--- src/rtl/quadrature_counter_pkg.sv ---
// Shared Gray-code states and transition classification for the quadrature decoder.
// Pure definitions: no clocked logic, no latency, no flow control.
package quadrature_counter_pkg;

  localparam logic [1:0] GRAY_S0 = 2'b00;
  localparam logic [1:0] GRAY_S1 = 2'b01;
  localparam logic [1:0] GRAY_S2 = 2'b11;
  localparam logic [1:0] GRAY_S3 = 2'b10;

  typedef enum logic [1:0] {
    TR_NONE    = 2'd0,
    TR_UP      = 2'd1,
    TR_DOWN    = 2'd2,
    TR_ILLEGAL = 2'd3
  } trans_t;

  function automatic logic [1:0] gray_next_up(input logic [1:0] s);
    case (s)
      GRAY_S0: return GRAY_S1;
      GRAY_S1: return GRAY_S2;
      GRAY_S2: return GRAY_S3;
      default: return GRAY_S0;
    endcase
  endfunction

  function automatic trans_t classify(input logic [1:0] prev, input logic [1:0] cur);
    if (prev == cur)
      return TR_NONE;
    else if ((prev ^ cur) == 2'b11)
      return TR_ILLEGAL;
    else if (cur == gray_next_up(prev))
      return TR_UP;
    else
      return TR_DOWN;
  endfunction

endpackage

--- src/rtl/quadrature_filter.sv ---
// Synchroniser plus glitch filter for one raw encoder line.
// Latency SYNC_STAGES+FILTER_LEN cycles; no backpressure, pulses shorter than FILTER_LEN are dropped.
module quadrature_filter #(
  parameter int SYNC_STAGES = 2,
  parameter int FILTER_LEN  = 4
) (
  input  logic CLOCK,
  input  logic RESET,
  input  logic raw,
  output logic filtered
);

  localparam int CNT_W = (FILTER_LEN > 1) ? $clog2(FILTER_LEN) : 1;

  logic [SYNC_STAGES-1:0] sync_q;
  logic [CNT_W-1:0]       cnt_q;
  logic                   sync_s;

  assign sync_s = sync_q[SYNC_STAGES-1];

  always_ff @(posedge CLOCK or posedge RESET) begin
    if (RESET) begin
      sync_q   <= '0;
      cnt_q    <= '0;
      filtered <= 1'b0;
    end else begin
      sync_q <= {sync_q[SYNC_STAGES-2:0], raw};
      // Any return to agreement restarts the qualification count.
      if (sync_s == filtered) begin
        cnt_q <= '0;
      end else if (cnt_q == CNT_W'(FILTER_LEN - 1)) begin
        filtered <= sync_s;
        cnt_q    <= '0;
      end else begin
        cnt_q <= cnt_q + 1'b1;
      end
    end
  end

endmodule

--- src/rtl/quadrature_counter.sv ---
// Quadrature decoder: filtered A/B to saturating detent position, direction, windowed speed and error flag.
// Outputs follow a clean input change by SYNC_STAGES+FILTER_LEN+1 cycles; no backpressure, inputs are free-running.
module quadrature_counter
  import quadrature_counter_pkg::*;
#(
  parameter int SYNC_STAGES      = 2,
  parameter int FILTER_LEN       = 4,
  parameter int EDGES_PER_DETENT = 4,
  parameter int COUNT_MAX        = 27,
  parameter int COUNT_WIDTH      = 8,
  parameter int WINDOW_LOG2      = 16,
  parameter int SPEED_WIDTH      = 4
) (
  input  logic                   CLOCK,
  input  logic                   RESET,
  input  logic                   A,
  input  logic                   B,
  input  logic                   CLEAR,
  output logic [COUNT_WIDTH-1:0] COUNT,
  output logic                   STEP,
  output logic                   DIRECTION,
  output logic [SPEED_WIDTH-1:0] SPEED,
  output logic                   ERROR
);

  localparam int SHIFT     = (EDGES_PER_DETENT == 4) ? 2 : (EDGES_PER_DETENT == 2) ? 1 : 0;
  localparam int POS_MAX   = COUNT_MAX * EDGES_PER_DETENT;
  localparam int POS_W     = $clog2(POS_MAX + 1);
  localparam int GUARD_LEN = SYNC_STAGES + FILTER_LEN + 1;
  localparam int GUARD_W   = $clog2(GUARD_LEN + 1);

  logic                   fa, fb;
  logic [1:0]             cur_ab, prev_ab;
  logic [GUARD_W-1:0]     guard_q;
  logic                   guard_on;
  trans_t                 tr;
  logic                   edge_up, edge_dn, edge_vld;
  logic [POS_W-1:0]       pos_q, pos_d;
  logic [COUNT_WIDTH-1:0] count_d;
  logic [WINDOW_LOG2-1:0] win_q;
  logic                   win_wrap;
  logic [SPEED_WIDTH-1:0] acc_q, acc_d;

  quadrature_filter #(.SYNC_STAGES(SYNC_STAGES), .FILTER_LEN(FILTER_LEN)) u_filter_a (
    .CLOCK    (CLOCK),
    .RESET    (RESET),
    .raw      (A),
    .filtered (fa)
  );

  quadrature_filter #(.SYNC_STAGES(SYNC_STAGES), .FILTER_LEN(FILTER_LEN)) u_filter_b (
    .CLOCK    (CLOCK),
    .RESET    (RESET),
    .raw      (B),
    .filtered (fb)
  );

  assign cur_ab   = {fa, fb};
  assign guard_on = (guard_q != GUARD_W'(GUARD_LEN));
  assign win_wrap = &win_q;

  // While the guard is armed prev_ab still follows cur_ab, so an idle nonzero level is absorbed silently.
  always_comb begin
    tr = TR_NONE;
    if (!guard_on)
      tr = classify(prev_ab, cur_ab);
  end

  assign edge_up  = (tr == TR_UP);
  assign edge_dn  = (tr == TR_DOWN);
  assign edge_vld = edge_up | edge_dn;

  always_comb begin
    pos_d = pos_q;
    if (CLEAR)
      pos_d = '0;
    else if (edge_up && (pos_q != POS_W'(POS_MAX)))
      pos_d = pos_q + 1'b1;
    else if (edge_dn && (pos_q != '0))
      pos_d = pos_q - 1'b1;
  end

  assign count_d = COUNT_WIDTH'(pos_d >> SHIFT);

  // Edges ignored at a position bound still contribute to speed.
  always_comb begin
    acc_d = acc_q;
    if (win_wrap)
      acc_d = edge_vld ? SPEED_WIDTH'(1) : '0;
    else if (edge_vld && !(&acc_q))
      acc_d = acc_q + 1'b1;
  end

  always_ff @(posedge CLOCK or posedge RESET) begin
    if (RESET) begin
      prev_ab   <= 2'b00;
      guard_q   <= '0;
      pos_q     <= '0;
      COUNT     <= '0;
      STEP      <= 1'b0;
      DIRECTION <= 1'b0;
      ERROR     <= 1'b0;
      win_q     <= '0;
      acc_q     <= '0;
      SPEED     <= '0;
    end else begin
      prev_ab <= cur_ab;
      if (guard_on)
        guard_q <= guard_q + 1'b1;
      pos_q <= pos_d;
      COUNT <= count_d;
      STEP  <= (count_d != COUNT);
      if (edge_vld)
        DIRECTION <= edge_up;
      ERROR <= (tr == TR_ILLEGAL);
      win_q <= win_q + 1'b1;
      acc_q <= acc_d;
      if (win_wrap)
        SPEED <= acc_q;
    end
  end

endmodule

--- config.mk ---
export PLATFORM = sky130hd
export DESIGN_NAME = quadrature_counter
export DESIGN_NICKNAME = d
export VERILOG_FILES = /design/src/rtl/quadrature_counter_pkg.sv /design/src/rtl/quadrature_filter.sv /design/src/rtl/quadrature_counter.sv
export SDC_FILE = /design/constraint.sdc
export NUM_CORES = 1
export LEC_CHECK = 0
export ABC_AREA = 1
export CAP_MARGIN = 15
export CORE_MARGIN = 1.5
export CORE_UTILIZATION = 62
export DETAILED_ROUTE_END_ITERATION = 7
export PLACE_DENSITY_LB_ADDON = 0.12
export SETUP_SLACK_MARGIN = 0.1
export SLEW_MARGIN = 20
export SYNTH_ARGS = -nofsm -noshare
export SYNTH_HDL_FRONTEND = slang
export SYNTH_SLANG_ARGS = --single-unit
--- constraint.sdc ---
create_clock -name CLOCK -period 3.4 [get_ports CLOCK]
set_input_delay 0.68 -clock CLOCK [delete_from_list [all_inputs] [get_ports CLOCK]]
set_output_delay 0.68 -clock CLOCK [all_outputs]
set_load 0.005 [all_outputs]
Word level (Yosys, flattened, before mapping). Cells that the tools add are included.

Flip-flop bits (word level): 49. Logic and storage cells: 72. Input port bits: 5. Output and inout port bits: 15.

Reductions and logical operators: 12. $add $sub $neg: 7. Eq/ne operators: 15. Muxes and demuxes: 18. Bitwise logic cells: 4.

Operators by type and width (count): $mux 2 (11); $mux 7 (3); $add 16x1->16 const B (1); $reduce_and 16->1 (1); $eq 2x2->1 const B (6); $mux 4 (2); $add 7x1->7 const B (1); $ne 7x7->1 const B (1); $reduce_bool 7->1 (1); $sub 7x1->7 const B (1); $pmux 2 s3 (1); $ne 5x5->1 (1); $add 2x1->2 const B (2); $add 4x1->4 const B (1); $eq 2x1->1 const B (2); $eq 2x2->1 (2); $reduce_and 2->1 (2); $reduce_and 4->1 (1); $add 3x1->3 const B (1); $logic_and 1x1->1 (3); $ne 3x3->1 const B (1); $reduce_bool 3->1 (1); $eq 1x1->1 (2); $logic_not 2->1 (1); 6 further kinds (7).

Depth between registers and ports, before layout. Gate-level depths: netlist of run 1.

Depth in word-level cells: 16. Gate-level depth with buffers: 15. Mapped depth without buffers: 15.

By module. From an unflattened synthesis of run 1, not the netlist that was laid out.

Cell total of the unflattened synthesis: 264. Area total of the unflattened synthesis: 2503.7 µm².

Modules (own cells, without submodules): quadrature_counter (times used 1, area each 2130.8 µm², seq. area each 975.9 µm², cells an instance 228); quadrature_filter (times used 2, area each 186.4 µm², seq. area each 125.1 µm², cells an instance 18).

Worst setup path after synthesis of run 1. OpenSTA, ideal clock, no wires.

Path kind: register to register. Start point: register u_filter_b.filtered. End point: register COUNT[3]. Clock period less this slack: 2021 ps. Arrival: 1956 ps. Stages on the path, launching flop included: 13. Library setup time: 64 ps. Setup slack: 1379 ps. Cell sequence: dfrtp_1 > xnor2_1 > inv_1 > or2_2 > nand3_1 > ha_1 > inv_1 > nor3_1 > nand3_1 > nand2_1 > nand2_1 > a21oi_1 > o21a_1.

Elaborated cells between the ends (all ways): 15. Classes of those cells: 5 x eq/ne; 7 x mux; 1 x bitwise; 2 x reduce/logical.

RTL lines: from (decl) (line quadrature_filter.sv:10) `output logic filtered`; from (signal assigned) (line quadrature_filter.sv:32) `filtered <= sync_s;`; $eq 2x2->1 or $xor 2x2->2 (tied branches) (line quadrature_counter_pkg.sv:31, quadrature_counter_pkg.sv:29); $mux 2 or $eq 2x2->1 (tied branches) (line quadrature_counter_pkg.sv:31, quadrature_counter_pkg.sv:29); $mux 2 (line quadrature_counter_pkg.sv:29) `else if ((prev ^ cur) == 2'b11)`; $mux 2 * (line quadrature_counter_pkg.sv:27) `if (prev == cur)`; $mux 2 * (line quadrature_counter.sv:65) `if (!guard_on)`; $eq 2x1->1 * (line quadrature_counter.sv:69) `assign edge_up = (tr == TR_UP);`; via edge_up (line quadrature_counter.sv:37) `logic edge_up, edge_dn, edge_vld;`; $logic_and 1x1->1 * (line quadrature_counter.sv:77) `else if (edge_up && (pos_q != POS_W'(POS_MAX)))`; $mux 7 * (line quadrature_counter.sv:77); $mux 7 * (line quadrature_counter.sv:75) `if (CLEAR)`; via pos_d[5] (line quadrature_counter.sv:38) `logic [POS_W-1:0] pos_q, pos_d;`; to (signal assigned) (line quadrature_counter.sv:111) `COUNT <= count_d;`; to (decl) (line quadrature_counter.sv:19) `output logic [COUNT_WIDTH-1:0] COUNT,`.

The timed path passes the listed nets; every way through them passes the cells marked *. The select of a mux whose other input is x is not followed. A chain may end at the register's enable or synchronous reset.

Final worst setup path of run 1.
Start point: register u_filter_b.filtered. End point: register STEP.

Elaborated cells between the ends (all ways): 16. Classes of those cells: 6 x eq/ne; 7 x mux; 1 x bitwise; 2 x reduce/logical.

RTL lines: $eq 2x2->1 or $xor 2x2->2 (tied branches) (line quadrature_counter_pkg.sv:31, quadrature_counter_pkg.sv:29); $mux 2 or $eq 2x2->1 (tied branches) (line quadrature_counter_pkg.sv:31, quadrature_counter_pkg.sv:29); $mux 2 (line quadrature_counter_pkg.sv:29); $mux 2 * (line quadrature_counter_pkg.sv:27); $mux 2 * (line quadrature_counter.sv:65); $eq 2x1->1 * (line quadrature_counter.sv:69); via edge_up (line quadrature_counter.sv:37); $logic_and 1x1->1 * (line quadrature_counter.sv:77); $mux 7 * (line quadrature_counter.sv:77); $mux 7 * (line quadrature_counter.sv:75); $ne 5x5->1 * (line quadrature_counter.sv:112) `STEP <= (count_d != COUNT);`; to (signal assigned) (line quadrature_counter.sv:112); to (decl) (line quadrature_counter.sv:20) `output logic STEP,`.

Marks and branches as above.

==> summary.md, run 1 <==
| Metric | Value |
|---|---|
| Largest family of logic cells by synthesized area | simple AND/OR/NAND/NOR gates |
| Routability cong. | 0.934 |
| Clock skew | 0.00318 ns |
| Clock sinks | 49 |
| Hold path endpoint | u_filter_b.sync_q[1] |
| Initial Util | 66.1% |
| CTS tree | yes |
| Relative slew margins | 45.5% |
| Cell Int Power | 1.33 mW |
| Die Ht | 66.2 µm |
| Synth Area in Adders | 5.56% |
| Crit Path Max Fanout | 6 |
| Synth area leader | dfrtp_1 |
| Post-synthesis mux area share | 2.88% |
| Crit path arrival time | 2.51 ns |
| Synth top area cells | dfrtp_1 50%, nand2_1 6.4%, ha_1 5.6% |
| Largest net degree at the start of global routing | 50 |
| RR Endpoint | STEP |
| Slowest stage cell, crit path | dfrtp_1 |
| Most common cell in the netlist | dfrtp_1 |
| EDFF count, synth | 0 |
| Share of layout cells above drive strength 1 | 10.5% |
| CP Data Required Time | 3.64 ns |
| Reg-to-reg slack, setup | 1.13 ns |
| Worst r2r src | u_filter_b.filtered |
| Drt drc | 0 |
| Finished Core Util | 73.8% |
| DRT Pass-1 Iters | 5 |
| RSZ-0062 raised after global routing | no |
| DR vias/cell | 5.24 |
| Status | finished, final reports clean |
| Avg WL per Cell | 11.7 µm |
| Final HPWL DP | 2730 µm |
| Synth Cell Area | 0.00248 mm² |
| Reg2reg path depth | 13 |
| Resize count post-CTS | 0 |
| Tightest Pin Transition | 0.818 ns |
| Row count | 22 |
| Area Growth Syn to Fin | 11.5% |
| Highest Clock Rate | 440 MHz |
| Final period util | 66.8% |
| Cells along the critical path | xnor2_1 > inv_1 > or2_2 > nand3_1 > ha_1 > inv_1 > nor3_1 > nand3_1 > nand2_1 > nand2_1 > a21oi_1 > nor2_1 > nand3_1 |
| Total number of yosys warnings | 0 |
| Hold Startpoint | u_filter_b.sync_q[0] |
| Ys async rst share | 100% |
| Initial antenna violation count | 0 |
| Vias in the first global route | 1598 |
| First-pass GRT wire length | 6820 µm |
| Final setup vio count | 0 |
| Comb pwr share | 45.6% |
| PortBufs | 16 |
| Clock Power Share | 19.0% |
| Htree depth | 2 |
| Sw Ratio | 40.2% |
| Post-synthesis compound-gate area fraction | 5.15% |
| Max-cap violations | 0 |
| Clock-pin slew on the worst setup and hold paths | 0.08 ns |
| Avg Inst Size Synth | 9.56 µm² |
| Final hold viol count | 0 |
| CTS Buffer Depth | 2 |
| Post-Synth Simple-Gate Area | 21.4% |
| Worst hold path class | flip-flop to flip-flop |
| Skew-Pair Late Insertion Delay | 0.30 ns |
| Synth unique cells | 31 |
| Setup bufs post-CTS | 0 |
| Initial DRC Count | 125 |
| Final Critical Period | 2.27 ns |
| Post-Synth XOR/XNOR Area | 7.78% |
| Final #Nets | 292 |
| Leak | 1.36 nW |
| Root Driver | clkbuf_8 |
| # diodes | 0 |
| Top FF cell, synth | dfrtp_1 |
| GR Util All Layers | 20.8% |
| WL final | 3800 µm |
| Sequential share of power | 35.5% |
| Critical Path End Type | flip-flop |
| CP startpoint kind | flip-flop |
| Post-route ant nets | 0 |
| Worst Hold Path Cells | 0 |
| Via Count | 1702 |
| Power Dens Cells | 808 mW/mm² |
| Post-synth top area share | 49.5% |
| Gr ovfl total | 0 |
| Final Power | 2.23 mW |
| Top cells by count, synth | 49 x dfrtp_1, 42 x nand2_1, 31 x inv_1, 21 x nor2_1, 18 x nand3_1 |
| Setup Crit Path Kind | flip-flop to flip-flop |
| Final setup TNS | 0 ns |
| Num ports | 20 |
| Worst path max stage delay | 0.44 ns |
| FILL cells | 273 |
| Cts bufs inserted | 5 |
| Final slew viol count | 0 |
| Die area | 0.00438 mm² |
| Mapped Cells | 259 |
| Crit-path most repeated cell | nand3_1 |
| Sequential area share after synthesis | 49.5% |
| Die width | 66.2 µm |
| NetSw | 0.895 mW |
| Yosys reg bits | 49 |
| Hold buffer count at cts | 0 |
| Peak supply drop | 0.581 mV |
| Core box area | 0.00374 mm² |
[power by group through the flow]
stage	combinational [mW]	sequential (mW)	clock [mW]
after floorplan	0.802	0.784	0
after global placement	0.980	0.799	0
after detailed placement	1.01	0.804	0
after CTS	1.02	0.792	0.430
after global routing	1.17	0.809	0.461
final	1.02	0.791	0.424
[cell type report]
cell class / instances / area (µm²) / share of cell area [%]
flip-flops and latches: 49 / 1230 / 44.4
multi-input cells: 170 / 1070 / 38.7
well taps: 48 / 60.1 / 2.17
clock buffers: 7 / 86.3 / 3.13
repair buffers: 16 / 160 / 5.80
clock inverters: 1 / 30.0 / 1.09
inverters: 34 / 129 / 4.67
[sequential cells by signal (all words and copies together) (netlist names)]
name / count
win_q: 16
COUNT: 5
SPEED: 4
acc_q: 4
guard_q: 3
pos_q: 2
prev_ab: 2
u_filter_a.cnt_q: 2
u_filter_a.sync_q: 2
u_filter_b.cnt_q: 2
u_filter_b.sync_q: 2
DIRECTION: 1
ERROR: 1
STEP: 1
u_filter_a.filtered: 1
u_filter_b.filtered: 1
[layer usage]
| layer | wire [µm] | up-vias | track usage, % |
|---|---|---|---|
| li1 | - | 854 | - |
| met1 | 1810 | 806 | 27.2 |
| met2 | 1790 | 38 | 33.4 |
| met3 | 159 | 4 | 5.62 |
| met4 | 42 | 0 | 7.40 |
| met5 | 0 | - | 0 |
[per-stage QoR]
step	instances	instance area (µm²)	setup WS, ns	hold WS (ns)
finish	325	2760	1.13	0.354
global route	325	2760	0.908	0.373
CTS	325	2760	1.14	0.355
detailed placement	317	2640	1.19	0.335
global placement	317	2640	1.25	0.332
floorplan	261	2480	1.38	0.331
[worst max path at each step]
| stage | startpoint | endpoint | cells past startpoint |
|---|---|---|---|
| floorplan | u_filter_b.filtered | COUNT[3] | 12 |
| global route | u_filter_b.filtered | STEP | 13 |
| detailed placement | u_filter_b.filtered | STEP | 13 |
| CTS | u_filter_b.filtered | STEP | 13 |
| global placement | u_filter_b.filtered | STEP | 13 |
| finish | u_filter_b.filtered | STEP | 13 |
[logic make-up (layout without fill, tap and decap cells)]
group,Yosys count,count (layout)
and+or+nand+nor,107,107
DFF,49,49
buffers and inverters,42,58
AOI/OAI and AO/OA,22,22
xor gates and xnor gates,22,22
adders and majority gates,11,11
muxes,5,5
other,1,3
[critical path, delay by kind of cell, from the launching register on]
family,cells,cell delay [ns]
compound gates,1,0.13
xor+xnor,1,0.18
fa+ha+maj,1,0.29
buf+inv,2,0.16
flops,1,0.44
simple gates,8,1.01
[placed cells by master (no fill, tap or decap), types with 2 or more instances in the layout]
cell type        count
inv_1               30
nor3_1               3
nand2_1             42
o21ai_0              5
nand2_2              3
nand2_4              3
clkbuf_8             6
xor2_1              13
mux2_4               4
nand4_1              8
o21a_1               3
a21oi_1             10
nand3_1             18
nor2_2               4
inv_2                2
ha_1                11
nor2_1              21
dfrtp_1             49
conb_1               3
clkdlybuf4s50_1     16
xnor2_1              9
Note: power is estimated with default switching activity, not from simulation.
==> inputs of run 2 (changes only) <==
--- a/config.mk
+++ b/config.mk
@@ -8,7 +8,7 @@
 export ABC_AREA = 1
 export CAP_MARGIN = 15
 export CORE_MARGIN = 1.5
-export CORE_UTILIZATION = 62
+export CORE_UTILIZATION = 57
 export DETAILED_ROUTE_END_ITERATION = 7
 export PLACE_DENSITY_LB_ADDON = 0.12
 export SETUP_SLACK_MARGIN = 0.1
==> constraint.sdc (replaced) <==
create_clock -name CLOCK -period 2.4 [get_ports CLOCK]
set_input_delay 0.48 -clock CLOCK [delete_from_list [all_inputs] [get_ports CLOCK]]
set_output_delay 0.48 -clock CLOCK [all_outputs]
set_load 0.005 [all_outputs]
==> summary.md, run 2 (same netlist as run 1, synthesis figures left out) <==
| Metric | Value |
|---|---|
| Buf+Inv Stages, Crit Path | 4 (+2) |
| Critical Path End Type | flip-flop |
| Comb pwr share | 50.2% (+4.6 points) |
| Commonest non-fill, non-tap cell in the layout | dfrtp_1 |
| Largest net degree at the start of global routing | 26 (-48%) |
| Placed instance area | 0.00266 mm² (+0.66%) |
| Clock Power Share | 15.0% (-4.0 points) |
| Crit-path most repeated cell | inv_1 |
| Hold slack | 0.356 ns (+0.00258 ns) |
| Share of layout cells above drive strength 1 | 14.5% (+4.1 points) |
| Status | finished, final reports clean |
| Design area | 0.00280 mm² (+1.4%) |
| PortBufs | 16 (unchanged) |
| Final Power | 3.24 mW (+45%) |
| Setup Crit Path Kind | flip-flop to flip-flop |
| RR Endpoint | acc_q[3] |
| RSZ-0062 raised after global routing | yes |
| Setup crit end | acc_q[3] |
| Setup WS pre-CTS | 0.145 ns (-1.05 ns) |
| Slowest stage cell, crit path | dfrtp_2 |
| CTS tree | yes |
| Worst Hold Path Cells | 0 (unchanged) |
| Final setup TNS | 0 ns (unchanged) |
| Crit path arrival time | 2.42 ns (-0.09 ns) |
| GR Util All Layers | 20.5% (-0.33 points) |
| Peak supply drop | 0.668 mV (+15%) |
| Largest register FFs | 16 (unchanged) |
| Clock-pin slew on the worst setup and hold paths | 0.09 ns (about the same) |
| Worst path max stage delay | 0.45 ns (about the same) |
| Final non-filler cell total | 332 (+2.2%) |
| Largest register by flop count | win_q |
| Commonest cells after routing, fill and taps aside | 47 x dfrtp_1, 42 x nand2_1, 29 x inv_1 |
| Drt drc | 0 (unchanged) |
| Sequential share of power | 34.8% (-0.7 points) |
| Crit Path Max Fanout | 5 (-1) |
| Post-route ant nets | 0 (unchanged) |
| Final slew viol count | 0 (unchanged) |
| Htree depth | 2 (unchanged) |
| Worst path depth | 12 (-1) |
| Via Count | 1744 (+2.5%) |
| Cts bufs inserted | 5 (unchanged) |
| Top flop regs | win_q (16), COUNT (5) |
| Final setup vio count | 0 (unchanged) |
| Die area | 0.00475 mm² (+8.4%) |
| NetSw | 1.38 mW (+54%) |
| Initial DRC Count | 111 (-11%) |
| Crit path launch | u_filter_b.filtered |
| Avg WL per Cell | 12.9 µm (+10%) |
| Die Ht | 68.9 µm (+4.1%) |
| Initial antenna violation count | 0 (unchanged) |
| Final period util | 93.3% (+26 points) |
| Clock skew | 0.00904 ns (+0.00587 ns) |
| Crit-path leading delay family | simple AND/OR/NAND/NOR gates |
| Skew-Pair Late Insertion Delay | 0.30 ns (about the same) |
| Placed Instances | 321 (+1.3%) |
| Finished Core Util | 68.5% (-5.3 points) |
| Final HPWL DP | 3070 µm (+12%) |
| Power Dens Cells | 1160 mW/mm² (+43%) |
| Area Growth Syn to Fin | 13.0% |
| Worst r2r src | u_filter_b.filtered |
| WL final | 4280 µm (+13%) |
| Row count | 23 (+4.5%) |
| Routability cong. | 0.851 (-8.9%) |
| Leak | 1.38 nW (+0.96%) |
| Relative slew margins | 66.2% (+21 points) |
| # diodes | 0 (unchanged) |
| Hold buffer count at cts | 0 (unchanged) |
| Reg-to-reg slack, setup | 0.16 ns (-0.97 ns) |
| Vias in the first global route | 1631 (+2.1%) |
| Tightest Pin Transition | 0.506 ns (-0.312 ns) |
| Highest Clock Rate | 447 MHz (+1.5%) |
| First-pass GRT wire length | 7040 µm (+3.2%) |
| Clock sinks | 49 (unchanged) |
| Cells along the critical path | xnor2_1 > inv_1 > or2_2 > nand3_2 > inv_1 > ha_1 > inv_1 > nand2_1 > inv_1 > nand4_1 > xor2_1 > nor2_1 |
| Reg2reg path depth | 12 (-1) |
| Num ports | 20 (unchanged) |
| Setup ws final | 0.161 ns (-0.966 ns) |
| Gr ovfl total | 0 (unchanged) |
| Sw Ratio | 42.6% (+2.5 points) |
| Cell Int Power | 1.86 mW (+39%) |
| CP Data Required Time | 2.59 ns (-1.05 ns) |
| Core box area | 0.00409 mm² (+9.2%) |
| Die width | 68.9 µm (+4.1%) |
| DRT Pass-1 Iters | 4 (-1) |
| CTS Buffer Depth | 2 (unchanged) |
| Final #Nets | 297 (+1.7%) |
| DR vias/cell | 5.25 (+0.31%) |
| Max-cap violations | 0 (unchanged) |
| Final hold viol count | 0 (unchanged) |
| Root Driver | clkbuf_8 |
| CP startpoint kind | flip-flop |
| Initial Util | 60.6% (-5.5 points) |
| Final Critical Period | 2.24 ns (-0.0336 ns) |
| Worst hold path class | flip-flop to flip-flop |
[run 2: changes by cell type in the layout (fill, tap and decap cells not counted), moves of 2 or more]
cell      before  now
inv_2          2    4
dfrtp_2        0    2
buf_4          0    5
dfrtp_1       49   47
clkinv_4       0    2
[run 2: worst register-to-register path: cells and delay by family, from the launching register on]
| kind | cells | cell delay, ns |
|---|---|---|
| and+or+nand+nor | 5 | 0.65 |
| DFF | 1 | 0.45 |
| xor gates and xnor gates | 2 | 0.35 |
| buffers and inverters | 4 | 0.34 |
| adders and majority gates | 1 | 0.33 |
[run 2: timing repair]
action | CTS | global route
setup buffers | 0 | 3
resized for setup | 1 | 6
pin swaps | 0 | 1
endpoints found under the setup margin | 2 | 4
[run 2: how the worst min path moves through the flow]
stage,slack [ns],start,endpoint
CTS,0.36,u_filter_a.sync_q[0],u_filter_a.sync_q[1]
global placement,0.34,u_filter_a.sync_q[0],u_filter_a.sync_q[1]
global route,0.38,u_filter_a.sync_q[0],u_filter_a.sync_q[1]
finish,0.36,u_filter_a.sync_q[0],u_filter_a.sync_q[1]
floorplan,0.33,u_filter_a.sync_q[0],u_filter_a.sync_q[1]
detailed placement,0.34,u_filter_a.sync_q[0],u_filter_a.sync_q[1]
[run 2: routing by layer]
metal / wire [µm] / track usage [%] / vias up / part of all wire [%]
li1: - / - / 867 / -
met1: 2000 / 25.6 / 832 / 47
met2: 2030 / 32.8 / 38 / 47
met3: 176 / 6.49 / 7 / 4.1
met4: 74 / 8.58 / 0 / 1.7
met5: 0 / 0 / - / 0
[run 2: layout make-up]
cell class              instances  area, µm²
fillers                       336       1290
clock inverters                 3       22.5
multi-input cells             170       1090
repair buffers                 21        198
well taps                      50       62.6
flip-flops and latches         49       1230
inverters                      34        128
clock buffers                   5       68.8
[run 2: power groups by stage]
| stage | combinational, mW | clock (mW) | sequential, mW |
|---|---|---|---|
| 4_1_cts | 1.48 | 0.504 | 1.13 |
| 3_5_place_dp | 1.44 | 0 | 1.14 |
| 3_3_place_gp | 1.40 | 0 | 1.13 |
| 5_1_grt | 1.84 | 0.535 | 1.15 |
| 6_report | 1.63 | 0.484 | 1.13 |
| 2_1_floorplan | 1.14 | 0 | 1.11 |
==> inputs of run 3 (changes only) <==
--- a/config.mk
+++ b/config.mk
@@ -7,8 +7,10 @@
 export LEC_CHECK = 0
 export ABC_AREA = 1
 export CAP_MARGIN = 15
+export CELL_PAD_IN_SITES_DETAIL_PLACEMENT = 1
+export CELL_PAD_IN_SITES_GLOBAL_PLACEMENT = 1
 export CORE_MARGIN = 1.5
-export CORE_UTILIZATION = 57
+export CORE_UTILIZATION = 45
 export DETAILED_ROUTE_END_ITERATION = 7
 export PLACE_DENSITY_LB_ADDON = 0.12
 export SETUP_SLACK_MARGIN = 0.1
==> summary.md, run 3 (same netlist as run 1, synthesis figures left out) <==
| Metric | Value |
|---|---|
| Setup Crit Path Kind | flip-flop to flip-flop |
| Initial Util | 47.6% (-13 points) |
| Gr ovfl total | 0 (unchanged) |
| Top flop regs | win_q (16), COUNT (5) |
| Skew-Pair Late Insertion Delay | 0.30 ns (about the same) |
| First-pass GRT wire length | 8570 µm (+22%) |
| Vias in the first global route | 1927 (+18%) |
| Largest register FFs | 16 (unchanged) |
| Commonest non-fill, non-tap cell in the layout | dfrtp_1 |
| FILL cells | 610 (+82%) |
| RSZ-0062 raised after global routing | no |
| Crit Path Max Fanout | 5 (unchanged) |
| PortBufs | 16 (unchanged) |
| # diodes | 0 (unchanged) |
| Clock skew | 0.00517 ns (-0.00388 ns) |
| Final hold viol count | 0 (unchanged) |
| Cts bufs inserted | 5 (unchanged) |
| Finished Core Util | 54.8% (-14 points) |
| CTS Buffer Depth | 2 (unchanged) |
| Commonest cells after routing, fill and taps aside | 47 x dfrtp_1, 37 x nand2_1, 29 x inv_1 |
| Htree depth | 2 (unchanged) |
| Row count | 26 (+13%) |
| Final slew viol count | 0 (unchanged) |
| Clock sinks | 49 (unchanged) |
| Final setup vio count | 0 (unchanged) |
| Die width | 77.2 µm (+12%) |
| Power Dens Cells | 1190 mW/mm² (+3.2%) |
| DR vias/cell | 4.92 (-6.3%) |
| Post-route ant nets | 0 (unchanged) |
| Die Ht | 77.2 µm (+12%) |
| Final setup TNS | 0 ns (unchanged) |
| Initial DRC Count | 89 (-20%) |
| Num ports | 20 (unchanged) |
| CTS tree | yes |
| GR Util All Layers | 18.0% (-2.5 points) |
| CP startpoint kind | flip-flop |
| Die area | 0.00596 mm² (+25%) |
| Critical Path End Type | flip-flop |
| Avg WL per Cell | 14.1 µm (+9.8%) |
| Final Critical Period | 2.17 ns (-0.0717 ns) |
| Area Growth Syn to Fin | 15.2% |
| CP Data Required Time | 2.64 ns (+0.05 ns) |
| Core box area | 0.00520 mm² (+27%) |
| Design area | 0.00285 mm² (+1.9%) |
| Routability cong. | 0.860 (+0.95%) |
| Peak supply drop | 0.770 mV (+15%) |
| WL final | 4960 µm (+16%) |
| Final period util | 90.3% (-3.0 points) |
| Largest register by flop count | win_q |
| Max-cap violations | 0 (unchanged) |
| Final #Nets | 296 (-0.34%) |
| Largest net degree at the start of global routing | 31 (+19%) |
| Root Driver | clkbuf_8 |
| Via Count | 1728 (-0.92%) |
| Drt drc | 0 (unchanged) |
| Final HPWL DP | 3680 µm (+20%) |
| Initial antenna violation count | 0 (unchanged) |
| Highest Clock Rate | 461 MHz (+3.3%) |
| Leak | 1.37 nW (-0.66%) |
| Worst hold path class | flip-flop to flip-flop |
| Final Power | 3.41 mW (+5.2%) |
| Placed instance area | 0.00269 mm² (+1.1%) |
| Status | finished, final reports clean |
| Clock-pin slew on the worst setup and hold paths | 0.09 ns (about the same) |
| Crit path arrival time | 2.41 ns (about the same) |
| DRT Pass-1 Iters | 4 (unchanged) |
| Share of layout cells above drive strength 1 | 16.4% (+1.8 points) |
-- run 3: path summary, 6_finish.rpt --
check / startpoint / to / slack [ns] / cells past startpoint
setup reg to reg: u_filter_a.filtered / COUNT[3] / 0.23 / 14
setup / recovery: u_filter_a.filtered / COUNT[3] / 0.23 / 14
max in group asynchronous: RESET / u_filter_a.filtered / 1.39 / 3
hold reg to reg: u_filter_b.sync_q[0] / u_filter_b.sync_q[1] / 0.35 / 0
hold / removal: u_filter_b.sync_q[0] / u_filter_b.sync_q[1] / 0.35 / 0
min in group asynchronous: RESET / win_q[14] / 0.50 / 2
-- run 3: area by class of cell --
| type | count | area (µm²) | share of cell area (%) |
|---|---|---|---|
| Clock buffer | 7 | 76.3 | 2.68 |
| Clock inverter | 1 | 7.51 | 0.263 |
| Inverter | 34 | 128 | 4.47 |
| Multi-Input combinational cell | 170 | 1120 | 39.3 |
| Sequential cell | 49 | 1230 | 43.1 |
| Tap cell | 70 | 87.6 | 3.07 |
| Timing Repair Buffer | 20 | 203 | 7.11 |
-- run 3: through the flow --
| stage | std cells | hold slack (ns) | worst slack, ns |
|---|---|---|---|
| CTS | 348 | 0.355 | 0.139 |
| detailed placement | 340 | 0.337 | 0.111 |
| floorplan | 261 | 0.331 | 0.379 |
| global route | 351 | 0.364 | 0.0735 |
| global placement | 340 | 0.334 | 0.232 |
| finish | 351 | 0.348 | 0.233 |
-- run 3: timing repair --
action,CTS,global route
setup endpoints to repair,1,6
gates resized for setup,1,14
hold buffers,0,0
setup buffers,0,3
pin swaps,0,1
-- run 3: worst max-delay path: stages, from the launching register on --
cell and delay (ns):
dfrtp_2 0.44, xnor2_1 0.16, and3b_1 0.18, inv_1 0.07
nand2_1 0.08, nand2_2 0.09, inv_2 0.09, ha_4 0.18
inv_1 0.08, nor3_1 0.18, nand3_1 0.10, nand2_1 0.11
nand2_2 0.08, a21oi_2 0.14, o21a_1 0.14
-- run 3: power by group --
part / leakage [nW] / internal [mW] / switching [mW] / total, mW
registers: 0.616 / 0.989 / 0.140 / 1.13
logic: 0.711 / 0.739 / 1.06 / 1.80
clock network: 0.0385 / 0.207 / 0.271 / 0.478
-- run 3: per-layer routing --
metal	up-vias	part of all wire [%]	GRT usage, %
met4	0	1.3	4.73
met1	841	46	22.1
met2	17	51	32.3
met5	-	0	0
li1	861	-	-
met3	9	2.0	3.33
